**src/rtl/ibex_data_bus_pkg.sv**
```systemverilog
// Shared constants for the data-bus arbiter slice: host indices and the
// width helper for the outstanding-transaction counter.
package ibex_data_bus_pkg;

    localparam int HOST_LSU  = 0;
    localparam int HOST_ACC  = 1;
    localparam int NUM_HOSTS = 2;

    // Counter wide enough to hold 0..max_out inclusive.
    function automatic int calc_cnt_w(input int max_out);
        return $clog2(max_out + 1);
    endfunction

endpackage

```
**src/rtl/ibex_data_bus_id_fifo.sv**
```systemverilog
// One-bit-wide ID FIFO recording which host owns each granted transaction.
// Pointers wrap explicitly at DEPTH-1 so non-power-of-2 depths work.
module ibex_data_bus_id_fifo #(
    parameter int DEPTH = 2,
    parameter int CNT_W = $clog2(DEPTH + 1)
) (
    input  logic             clk,
    input  logic             rst,
    input  logic             push,
    input  logic             push_data,
    input  logic             pop,
    output logic             head,
    output logic [CNT_W-1:0] count,
    output logic             full,
    output logic             empty
);

    localparam int               PTR_W    = (DEPTH > 1) ? $clog2(DEPTH) : 1;
    localparam logic [PTR_W-1:0] PTR_LAST = PTR_W'(DEPTH - 1);
    localparam logic [CNT_W-1:0] CNT_FULL = CNT_W'(DEPTH);

    logic [DEPTH-1:0] mem_q;
    logic [PTR_W-1:0] wr_ptr_q;
    logic [PTR_W-1:0] rd_ptr_q;
    logic             do_push;
    logic             do_pop;

    function automatic logic [PTR_W-1:0] ptr_next(input logic [PTR_W-1:0] p);
        return (p == PTR_LAST) ? '0 : p + PTR_W'(1);
    endfunction

    assign full    = (count == CNT_FULL);
    assign empty   = (count == '0);
    assign do_push = push & ~full;
    assign do_pop  = pop & ~empty;
    assign head    = mem_q[rd_ptr_q];

    // Storage, pointers and occupancy; simultaneous push/pop keeps count.
    always_ff @(posedge clk) begin
        if (rst) begin
            mem_q    <= '0;
            wr_ptr_q <= '0;
            rd_ptr_q <= '0;
            count    <= '0;
        end else begin
            if (do_push) begin
                mem_q[wr_ptr_q] <= push_data;
                wr_ptr_q        <= ptr_next(wr_ptr_q);
            end
            if (do_pop) begin
                rd_ptr_q <= ptr_next(rd_ptr_q);
            end
            case ({do_push, do_pop})
                2'b10:   count <= count + CNT_W'(1);
                2'b01:   count <= count - CNT_W'(1);
                default: count <= count;
            endcase
        end
    end

endmodule

```
**src/rtl/ibex_data_bus_arbiter.sv**
```systemverilog
// Round-robin arbiter sharing the data-memory port between the LSU (host 0)
// and the accelerator/DMA port (host 1). Responses are routed back in grant
// order through the ID FIFO. No added latency on any path.
//
//   lock_q | meaning
//   -------+-----------------------------------------------------------
//   0      | free: selection follows the round-robin rules
//   1      | a request to sel_q is stalled by the device; selection held
module ibex_data_bus_arbiter
    import ibex_data_bus_pkg::*;
#(
    parameter  int MAX_OUTSTANDING = 2,
    localparam int CNT_W           = calc_cnt_w(MAX_OUTSTANDING)
) (
    input  logic                 clk,
    input  logic                 rst,
    input  logic [NUM_HOSTS-1:0] host_req_i,
    input  logic [NUM_HOSTS-1:0] host_we_i,
    input  logic [7:0]           host_be_i,
    input  logic [63:0]          host_addr_i,
    input  logic [63:0]          host_wdata_i,
    output logic [NUM_HOSTS-1:0] host_gnt_o,
    output logic [NUM_HOSTS-1:0] host_rvalid_o,
    output logic [NUM_HOSTS-1:0] host_err_o,
    output logic [31:0]          host_rdata_o,
    output logic                 data_req_o,
    input  logic                 data_gnt_i,
    output logic                 data_we_o,
    output logic [3:0]           data_be_o,
    output logic [31:0]          data_addr_o,
    output logic [31:0]          data_wdata_o,
    input  logic                 data_rvalid_i,
    input  logic                 data_err_i,
    input  logic [31:0]          data_rdata_i,
    output logic [CNT_W-1:0]     outstanding_o,
    output logic                 protocol_err_o,
    output logic                 busy_o
);

    logic sel;
    logic sel_q;
    logic lock_q;
    logic last_q;
    logic protocol_err_q;
    logic grant;
    logic fifo_head;
    logic fifo_full;
    logic fifo_empty;
    logic resp_pop;

    // Host selection: hold while locked, otherwise round-robin on contention.
    always_comb begin
        sel = last_q;
        if (lock_q) begin
            sel = sel_q;
        end else if (host_req_i == 2'b01) begin
            sel = 1'b0;
        end else if (host_req_i == 2'b10) begin
            sel = 1'b1;
        end else if (host_req_i == 2'b11) begin
            sel = ~last_q;
        end
    end

    // Full blocks new requests even if a pop lands in the same cycle.
    assign data_req_o   = host_req_i[sel] & ~fifo_full;
    assign grant        = data_req_o & data_gnt_i;
    assign data_we_o    = sel ? host_we_i[HOST_ACC] : host_we_i[HOST_LSU];
    assign data_be_o    = sel ? host_be_i[7:4] : host_be_i[3:0];
    assign data_addr_o  = sel ? host_addr_i[63:32] : host_addr_i[31:0];
    assign data_wdata_o = sel ? host_wdata_i[63:32] : host_wdata_i[31:0];
    assign host_gnt_o   = grant ? (sel ? 2'b10 : 2'b01) : 2'b00;

    // Response routing: head of the ID FIFO owns the incoming rvalid.
    assign resp_pop      = data_rvalid_i & ~fifo_empty;
    assign host_rvalid_o = resp_pop ? (fifo_head ? 2'b10 : 2'b01) : 2'b00;
    assign host_err_o    = (resp_pop & data_err_i) ? (fifo_head ? 2'b10 : 2'b01) : 2'b00;
    assign host_rdata_o  = data_rdata_i;

    assign protocol_err_o = protocol_err_q;
    assign busy_o         = (outstanding_o != '0) | (|host_req_i);

    // Lock, round-robin history and sticky protocol error.
    always_ff @(posedge clk) begin
        if (rst) begin
            lock_q         <= 1'b0;
            sel_q          <= 1'b0;
            last_q         <= 1'b1;
            protocol_err_q <= 1'b0;
        end else begin
            if (data_req_o & ~data_gnt_i) begin
                lock_q <= 1'b1;
                sel_q  <= sel;
            end else if (grant | ~host_req_i[sel_q]) begin
                lock_q <= 1'b0;
            end
            if (grant) begin
                last_q <= sel;
            end
            if (data_rvalid_i & fifo_empty) begin
                protocol_err_q <= 1'b1;
            end
        end
    end

    ibex_data_bus_id_fifo #(
        .DEPTH (MAX_OUTSTANDING),
        .CNT_W (CNT_W)
    ) u_id_fifo (
        .clk       (clk),
        .rst       (rst),
        .push      (grant),
        .push_data (sel),
        .pop       (resp_pop),
        .head      (fifo_head),
        .count     (outstanding_o),
        .full      (fifo_full),
        .empty     (fifo_empty)
    );

endmodule

```
**config.mk**
```make
export PLATFORM = sky130hd
export DESIGN_NAME = ibex_data_bus_arbiter
export DESIGN_NICKNAME = d
export VERILOG_FILES = /design/src/rtl/ibex_data_bus_pkg.sv /design/src/rtl/ibex_data_bus_id_fifo.sv /design/src/rtl/ibex_data_bus_arbiter.sv
export SDC_FILE = /design/constraint.sdc
export NUM_CORES = 1
export LEC_CHECK = 0
export ABC_AREA = 1
export BUFFER_PORTS_ARGS = -buffer_cell sky130_fd_sc_hd__buf_2
export CORE_AREA = 2 2 113 115
export DETAILED_ROUTE_END_ITERATION = 10
export DIE_AREA = 0 0 115 117
export SLEW_MARGIN = 40
export SYNTH_ARGS = -nofsm -noshare
export SYNTH_HDL_FRONTEND = slang
export SYNTH_SLANG_ARGS = --single-unit
```
**constraint.sdc**
```tcl
create_clock -name clk -period 2.33 [get_ports clk]
set_input_delay 0.3495 -clock clk [delete_from_list [all_inputs] [get_ports clk]]
set_output_delay 0.3495 -clock clk [all_outputs]
set_load 0.03 [all_outputs]
```
== After elaboration in Yosys (flattened, before gate mapping) ==
Index checks and enable logic that the tools add are counted.

* Output and inout port bits: 112
* Input bits: 177
* Logic and storage cells: 71
* Register bits: 10

* Order comparisons: 5
* Reduce and logical (&&, ||, !) cells: 6
* Bitwise operators: 15
* Add/sub/neg operators: 4
* Equality and inequality tests: 6
* Multiplexer cells: 27

{| class="wikitable"
|+ Operators by type and width
! cell !! count
|-
| two-way mux 32 bit || 2
|-
| two-way mux 1 bit || 16
|-
| two-way mux 2 bit || 5
|-
| AND 1 bit || 8
|-
| == test 2 bit (second input constant) || 4
|-
| < comparator 1 x 2 -> 1 bit (second input constant) || 4
|-
| nonzero test 2 bit || 3
|-
| inverter 1 bit || 5
|-
| == test 2 x 1 -> 1 bit (second input constant) || 2
|-
| two-way mux 4 bit || 1
|-
| one-hot mux 2 bit (2 select lines) || 1
|-
| adder 1 bit (second input constant) || 2
|-
| adder 2 x 1 -> 2 bit (second input constant) || 1
|-
| bitwise mux 2 bit || 1
|-
| zero test 2 bit || 1
|-
| bitwise OR 1 bit || 2
|-
| OR reduction 2 bit || 1
|-
| subtractor 2 x 1 -> 2 bit (second input constant) || 1
|-
| demux 1 bit (select 1 bit) || 1
|-
| >= comparator 1 bit (second input constant) || 1
|-
| logical AND 1 bit || 1
|}

== Longest topological paths before layout ==
Gate-level depths: netlist of run 1.

* Depth after elaboration: 12
* Mapped depth: 13
* Gate-level depth less buffers: 13

== Cells and area by module ==
From an unflattened synthesis of run 1, not the netlist that was laid out.

* Cells, all modules: 358
* Area total of the unflattened synthesis: 1784.2 µm²

{| class="wikitable"
|+ By module, submodules not included
! module !! seq. area each (µm²) !! cells an instance !! area each (µm²) !! times used
|-
| ibex_data_bus_arbiter || 80.1 || 306 || 1450.1 || 1
|-
| ibex_data_bus_id_fifo || 120.1 || 52 || 334.1 || 1
|}

== Worst setup path after synthesis of run 1 ==
No wires, ideal clock.

* Path kind: reg-to-output
* From: register u_id_fifo.count[0]
* To: output host_gnt_o[0]
* Arrival time: 1.609 ns
* Cell stages (with the launch flop): 7
* Data required time: 1.980 ns
* Slack: 0.371 ns
* Cells stage by stage: dfxtp_1 > inv_1 > nand2_1 > nand2_1 > nor2_4 > nand2_1 > nor2_1

* Longest elaborated chain between the ends: 5

{| class="wikitable"
|+ Ends and longest elaborated chain
! what !! RTL line !! text
|-
| start: declaration || ibex_data_bus_id_fifo.sv:13 || <nowiki>output logic [CNT_W-1:0] count,</nowiki>
|-
| start signal: assignment || ibex_data_bus_id_fifo.sv:54 || <nowiki>2'b10: count <= count + CNT_W'(1);</nowiki>
|-
| start signal: assignment || ibex_data_bus_id_fifo.sv:55 || <nowiki>2'b01: count <= count - CNT_W'(1);</nowiki>
|-
| start signal: assignment || ibex_data_bus_id_fifo.sv:56 || <nowiki>default: count <= count;</nowiki>
|-
| == test 2 bit || ibex_data_bus_id_fifo.sv:32 || <nowiki>assign full = (count == CNT_FULL);</nowiki>
|-
| inverter 1 bit || ibex_data_bus_arbiter.sv:66 || <nowiki>assign data_req_o = host_req_i[sel] & ~fifo_full;</nowiki>
|-
| AND 1 bit || ibex_data_bus_arbiter.sv:66 ||
|-
| named net data_req_o || ibex_data_bus_arbiter.sv:26 || <nowiki>output logic data_req_o,</nowiki>
|-
| AND 1 bit || ibex_data_bus_arbiter.sv:67 || <nowiki>assign grant = data_req_o & data_gnt_i;</nowiki>
|-
| two-way mux 2 bit || ibex_data_bus_arbiter.sv:72 || <nowiki>assign host_gnt_o = grant ? (sel ? 2'b10 : 2'b01) : 2'b00;</nowiki>
|-
| end: declaration || ibex_data_bus_arbiter.sv:22 || <nowiki>output logic [NUM_HOSTS-1:0] host_gnt_o,</nowiki>
|}

The timed path passes the listed nets, and every way through them passes these cells.

== Worst setup path after layout of run 1 ==
* From: register lock_q
* To: output data_wdata_o[12]

* Longest elaborated chain between the ends: 2

{| class="wikitable"
|+ Ends and longest elaborated chain
! what !! RTL line !! text
|-
| start: declaration || ibex_data_bus_arbiter.sv:42 || <nowiki>logic lock_q;</nowiki>
|-
| start signal: assignment || ibex_data_bus_arbiter.sv:86 || <nowiki>lock_q <= 1'b0;</nowiki>
|-
| start signal: assignment || ibex_data_bus_arbiter.sv:92 || <nowiki>lock_q <= 1'b1;</nowiki>
|-
| start signal: assignment || ibex_data_bus_arbiter.sv:95 || <nowiki>lock_q <= 1'b0;</nowiki>
|-
| two-way mux 1 bit || ibex_data_bus_arbiter.sv:54 || <nowiki>if (lock_q) begin</nowiki>
|-
| two-way mux 32 bit || ibex_data_bus_arbiter.sv:71 || <nowiki>assign data_wdata_o = sel ? host_wdata_i[63:32] : host_wdata_i[31:0];</nowiki>
|-
| end: declaration || ibex_data_bus_arbiter.sv:31 || <nowiki>output logic [31:0] data_wdata_o,</nowiki>
|}

No other way between the ends.

==> flow_metrics.env, run 1 <==
export IMPL_synth_compound_area_frac=0.04669
export IMPL_synth_seq_area_share=0.1205
export IMPL_leakagePower_nw=1.861
export IMPL_arrival_ns=1.61
export IMPL_cts_hold_buf=0
export IMPL_min_period_over_period=0.8426
export IMPL_gp_congestion=0.7535
export IMPL_placementRows=41
export IMPL_grt_setup_unrepaired="no"
export IMPL_tightest_slew_ns=0.4196
export IMPL_synth_distinct_cells=21
export IMPL_nets=705
export IMPL_r2r_end="u_id_fifo.count[1]"
export IMPL_synth_most_common_cell="nand2_1"
export IMPL_vias_per_cell=3.785
export IMPL_htreeDepth=1
export IMPL_antenna_cells=0
export IMPL_setup_ws_ns=0.3667
export IMPL_synth_simple_gate_area_frac=0.6047
export IMPL_cts_root_buf="clkbuf_16"
export IMPL_r2r_slack_ns=0.53
export IMPL_area_delta_synth_final_pct=67.02
export IMPL_finalSetupViolations=0
export IMPL_ios=289
export IMPL_relSlewSlack=0.7184
export IMPL_worstSetupPathType="flop to output port"
export IMPL_cts_buffer_depth=2
export IMPL_maxCapViolations=0
export IMPL_yosys_warnings=0
export IMPL_wirelength_um=6477
export IMPL_grtUsageTotal=0.07863
export IMPL_yosysTopAreaCell="nand2_1"
export IMPL_cts_repair_timing_setup_buffer_count=0
export IMPL_min_delay_start="rst"
export IMPL_cts_sinks=10
export IMPL_hold_path_end="u_id_fifo.wr_ptr_q"
export IMPL_postSynthAreaPerCell_sq_um=4.858
export IMPL_synth_top_area_frac=0.5083
export IMPL_die_area_sq_um=13460
export IMPL_drtPass1Iterations=4
export IMPL_endpoint_kind="output port"
export IMPL_worstPathMaxFanout=71
export IMPL_muxShareOfSynthArea=0
export IMPL_ir_drop_mv=0.3362
export IMPL_fp_dieH_um=117
export IMPL_tritoncts="built"
export IMPL_skew_ns=0.001554
export IMPL_hpwl_um=5310
export IMPL_r2r_start="last_q"
export IMPL_ys_flop_type="dfxtp_1"
export IMPL_portBuffers=224
export IMPL_ant_nets=0
export IMPL_clockPowerShare=0.100
export IMPL_die_x_um=115
export IMPL_synthCells=342
export IMPL_cts_buffers=3
export IMPL_combPwrFrac=0.812
export IMPL_clock_latency_ns=0.23
export IMPL_swShare=0.6188
export IMPL_crit_required_ns=1.98
export IMPL_switching_power_w=0.001825
export IMPL_finalSetupTns_ns=0
export IMPL_wl_per_cell_um=9.596
export IMPL_fmax_ghz=0.5093
export IMPL_grt_max_degree=73
export IMPL_hold_viol=0
export IMPL_synth_async_sr_flop_share=0
export IMPL_hold_path_class="input port to flop"
export IMPL_synth_top_family_by_area="simple AND/OR/NAND/NOR gates"
export IMPL_slew_viol_final=0
export IMPL_num_vias=2555
export IMPL_p_int_w=0.001124
export IMPL_synth_edff_count=0
export IMPL_dp_slack_ns=0.4224
export IMPL_ys_top_cells_by_area="nand2_1, buf_4, dfxtp_1"
export IMPL_grt_pass1_wl_um=8694
export IMPL_synthAdderAreaFrac=0.007530
export IMPL_netlist_area_sq_um=1662
export IMPL_finalCriticalPeriod_ns=1.963
export IMPL_antenna_found_initial=0
export IMPL_synth_xor_area_frac=0
export IMPL_start_util=0.1350
export IMPL_seq_power_share=0.089
export IMPL_nFillCells=1438
export IMPL_cts_repair_resized=0
export IMPL_syn_nets=520
export IMPL_grt_overflow=0
export IMPL_core_sq_um=12310
export IMPL_cp_start_kind="flop"
export IMPL_ys_seq_elements=10
export IMPL_r2r_cells=13
export IMPL_grt_pass1_vias=2035
export IMPL_p_per_area_nw_per_um2=1062
export IMPL_hold_depth=2
export IMPL_status="finished, final reports clean"
export IMPL_clk_pin_slew_worst_paths_ns=0.04
export IMPL_synth_commonest_cells="nand2_1, buf_4, buf_2"
export IMPL_drc=0
export IMPL_drt_iter0_drc=83
export IMPL_drive_above_1_share=0.4552
==> through the flow <==
stage / cell area, sq um / power, W / util / hold slack, ns / std cells
after floorplan: 1662 / 0.002088 / - / 0.4186 / 342
after global placement: 2700 / 0.002685 / 0.2193 / 0.4658 / 672
after detailed placement: 2700 / 0.002683 / 0.2193 / 0.4629 / 672
after CTS: 2775 / 0.002986 / 0.2254 / 0.3301 / 675
after global routing: 2775 / 0.003224 / 0.2254 / 0.3470 / 675
final: 2775 / 0.002949 / 0.2254 / 0.3357 / 675
==> placed cells by master (no fill, tap or decap) <==
cell and count:
nor2_1 12, nand4_1 1, nand3_2 2, nor3_1 3, o21ai_1 1, nand2_1 225
buf_2 224, inv_2 2, nor2_4 1, ha_1 1, buf_12 2, or2_1 1
dfxtp_1 10, nand2_2 2, nand3_1 5, inv_1 13, clkbuf_16 3, nor2_2 2
or2_2 1, a21oi_1 6, o211ai_1 1, o21ai_0 7
==> cells by family (layout without fill, tap and decap cells) <==
family	Yosys count	after routing
adder cells (fa/ha/maj)	1	1
AO/OA/AOI/OAI	15	15
buffers and inverters	61	244
AND/OR/NAND/NOR	255	255
flip-flops	10	10
==> power by group through the flow <==
stage	combinational (W)	sequential [W]	clock [W]
CTS	0.00242	0.000262	0.000300
detailed placement	0.00242	0.000264	0
global placement	0.00242	0.000264	0
finish	0.00239	0.000261	0.000294
global route	0.00265	0.000271	0.000305
floorplan	0.00180	0.000292	0
==> worst max-delay path: stages, from the launching register on <==
cell	delay, ns
dfxtp_1	0.33
inv_2	0.05
or2_1	0.21
nand2_2	0.10
buf_12	0.24
nand2_1	0.10
nand2_1	0.07
buf_2	0.19
==> worst max path at each step <==
stage / depth (start not counted) / to / startpoint / slack [ns]
after CTS: 7 / data_addr_o[23] / lock_q / 0.35
final: 7 / data_wdata_o[12] / lock_q / 0.37
after global routing: 10 / host_gnt_o[1] / last_q / 0.21
after global placement: 14 / u_id_fifo.count[1] / host_req_i[1] / 0.46
after detailed placement: 14 / u_id_fifo.count[1] / host_req_i[1] / 0.42
after floorplan: 6 / host_gnt_o[0] / u_id_fifo.count[0] / 0.37
==> sequential cells by signal, indices dropped and copies added, names as in the netlist <==
name,cells
u_id_fifo.rd_ptr_q,1
sel_q,1
last_q,1
u_id_fifo.mem_q,2
lock_q,1
protocol_err_o,1
u_id_fifo.count,2
u_id_fifo.wr_ptr_q,1
==> per-layer routing <==
metal | up-vias | global-route usage | routed length [um]
li1 | 1364 | - | -
met1 | 1014 | 0.08310 | 2392
met2 | 153 | 0.1463 | 3134
met3 | 24 | 0.02369 | 742
met4 | 0 | 0.03133 | 208
met5 | - | 0 | 0
==> cell type report <==
| cell class | count | area, sq um | area share |
|---|---|---|---|
| timing repair buffer | 226 | 1161 | 0.4184 |
| multi-input combinational | 271 | 1095 | 0.3945 |
| sequential | 10 | 200.2 | 0.07214 |
| tap | 150 | 187.7 | 0.06763 |
| clock buffer | 3 | 75.07 | 0.02705 |
| inverter | 15 | 56.30 | 0.02029 |
No activity file was read; power rests on OpenSTA's default activity.
==> run 2: changes to the inputs <==
- clock period: 2.33 -> 1.9 ns (I/O delays scaled with it)
==> run 2 against run 1 <==
  * Power up 31%
  * Combinational power up 31%
  * Routed wire length down 1.5%
  * Cell count up 1.0%
  * Global-route usage down 0.059 points
  * Register-to-register slack worse by 0.41 ns
  * Die area unchanged
  * Via count up 0.63%
  * Sequential power up 23%
  * Clock power up 42%
  * Hold slack worse by 0.078 ns
  * Design area up 4.3%
  * Highest routed layer unchanged
==> flow_metrics.env, run 2 (synthesis results as in run 1) <==
export IMPL_status="finished, final reports clean"
export IMPL_hold_path_class="input port to flop"
export IMPL_hold_depth=2
export IMPL_gp_congestion=0.6965
export IMPL_antenna_cells=0
export IMPL_nFillCells=1455
export IMPL_skew_ns=0.001667
export IMPL_grt_pass1_vias=2069
export IMPL_tritoncts="built"
export IMPL_hpwl_um=5274
export IMPL_nets=711
export IMPL_leakagePower_nw=1.910
export IMPL_vias_per_cell=3.770
export IMPL_crit_required_ns=1.62
export IMPL_grt_pass1_wl_um=8769
export IMPL_fp_dieH_um=117
export IMPL_drtPass1Iterations=4
export IMPL_cts_buffers=3
export IMPL_clock_latency_ns=0.24
export IMPL_p_per_area_nw_per_um2=1336
export IMPL_cp_start_kind="flop"
export IMPL_min_delay_start="rst"
export IMPL_ios=289
export IMPL_grt_setup_unrepaired="yes"
export IMPL_hold_viol=0
export IMPL_wirelength_um=6382
export IMPL_final_util=0.2351
export IMPL_slew_viol_final=0
export IMPL_r2r_slack_ns=0.12
export IMPL_drt_iter0_drc=80
export IMPL_worstSetupPathType="flop to output port"
export IMPL_top_regs="u_id_fifo.count (2), u_id_fifo.mem_q (2)"
export IMPL_num_vias=2571
export IMPL_met3_length_um=616
export IMPL_r2r_end="u_id_fifo.count[1]"
export IMPL_met2_length_um=3067
export IMPL_relSlewSlack=0.7808
export IMPL_r2r_start="lock_q"
export IMPL_min_period_over_period=0.9613
export IMPL_cts_hold_buf=0
export IMPL_finalSetupViolations=0
export IMPL_die_x_um=115
export IMPL_grtUsageTotal=0.07804
export IMPL_core_sq_um=12310
export IMPL_placedInstanceArea_sq_um=2764
export IMPL_grt_max_degree=38
export IMPL_grt_overflow=0
export IMPL_finalCriticalPeriod_ns=1.826
export IMPL_fmax_ghz=0.5475
export IMPL_wl_per_cell_um=9.358
export IMPL_maxCapViolations=0
export IMPL_finalSetupTns_ns=0
export IMPL_start_util=0.1350
export IMPL_antenna_found_initial=0
export IMPL_r2r_cells=12
export IMPL_placementRows=41
export IMPL_portBuffers=224
export IMPL_routed_top_layer="met4"
export IMPL_cp_startpoint="lock_q"
export IMPL_worstPathMaxFanout=37
export IMPL_drc=0
export IMPL_ant_nets=0
export IMPL_met1_length_um=2568
export IMPL_final_common_cell="nand2_1"
export IMPL_cts_root_buf="clkbuf_16"
export IMPL_fin_area_sq_um=2894
export IMPL_hold_path_end="u_id_fifo.wr_ptr_q"
export IMPL_cts_buffer_depth=2
export IMPL_arrival_ns=1.54
export IMPL_ir_drop_mv=0.4707
export IMPL_drive_above_1_share=0.4699
export IMPL_endpoint_kind="output port"
export IMPL_die_area_sq_um=13460
export IMPL_htreeDepth=1
export IMPL_tightest_slew_ns=0.3253
export IMPL_cts_sinks=10
export IMPL_clk_pin_slew_worst_paths_ns=0.04
export IMPL_area_delta_synth_final_pct=74.17
export IMPL_mostFrequentLayoutCells="nand2_1, buf_2, nor2_1"
[run 2: critical path: stages, from the launching register on]
cell	delay [ns]
dfxtp_1	0.33
inv_2	0.05
or2_1	0.24
nand2_4	0.12
buf_12	0.19
nand2_1	0.07
nand2_1	0.08
buf_2	0.20
[run 2: layout make-up]
cell class / count / area, sq um / share of cell area
clock buffers: 4 / 88.84 / 0.03070
inverters: 15 / 56.30 / 0.01946
multi-input cells: 271 / 1102 / 0.3809
flip-flops and latches: 10 / 201.4 / 0.06961
well taps: 150 / 187.7 / 0.06485
repair buffers: 232 / 1257 / 0.4345
[run 2: power by group]
group / switching [W] / internal, W
Sequential: 0.0000513 / 0.000270
Clock: 0.000101 / 0.000317
Combinational: 0.00216 / 0.000970
Total: 0.00231 / 0.00156
[run 2: layer usage]
layer | vias to the layer above | GRT usage
met2 | 139 | 0.1435
li1 | 1375 | -
met4 | 0 | 0.02570
met3 | 20 | 0.02678
met1 | 1037 | 0.08388
met5 | - | 0
[run 2: worst max-delay path by stage]
| stage | endpoint | slack [ns] | cells past startpoint |
|---|---|---|---|
| 6_report | data_addr_o[13] | 0.07 | 7 |
| 5_1_grt | host_gnt_o[1] | -0.01 | 10 |
| 4_1_cts | host_gnt_o[0] | 0.04 | 8 |
| 3_5_place_dp | u_id_fifo.count[1] | 0.05 | 14 |
| 3_3_place_gp | u_id_fifo.count[1] | 0.11 | 14 |
| 2_1_floorplan | u_id_fifo.count[1] | 0.04 | 12 |
[run 2: timing repair]
item | CTS | global route
gates resized for setup | 0 | 20
buffers inserted | 0 | 1
endpoints found under the setup margin | 0 | 23
[run 2: stage by stage]
step,power (W),cells,setup WS [ns],hold WS (ns)
6_report,0.003866,682,0.07359,0.2576
5_1_grt,0.004198,682,-0.009527,0.2679
4_1_cts,0.003855,681,0.04190,0.2578
3_5_place_dp,0.003416,677,0.04800,0.4555
3_3_place_gp,0.003418,677,0.1129,0.4583
2_1_floorplan,0.002563,342,0.03970,0.3541
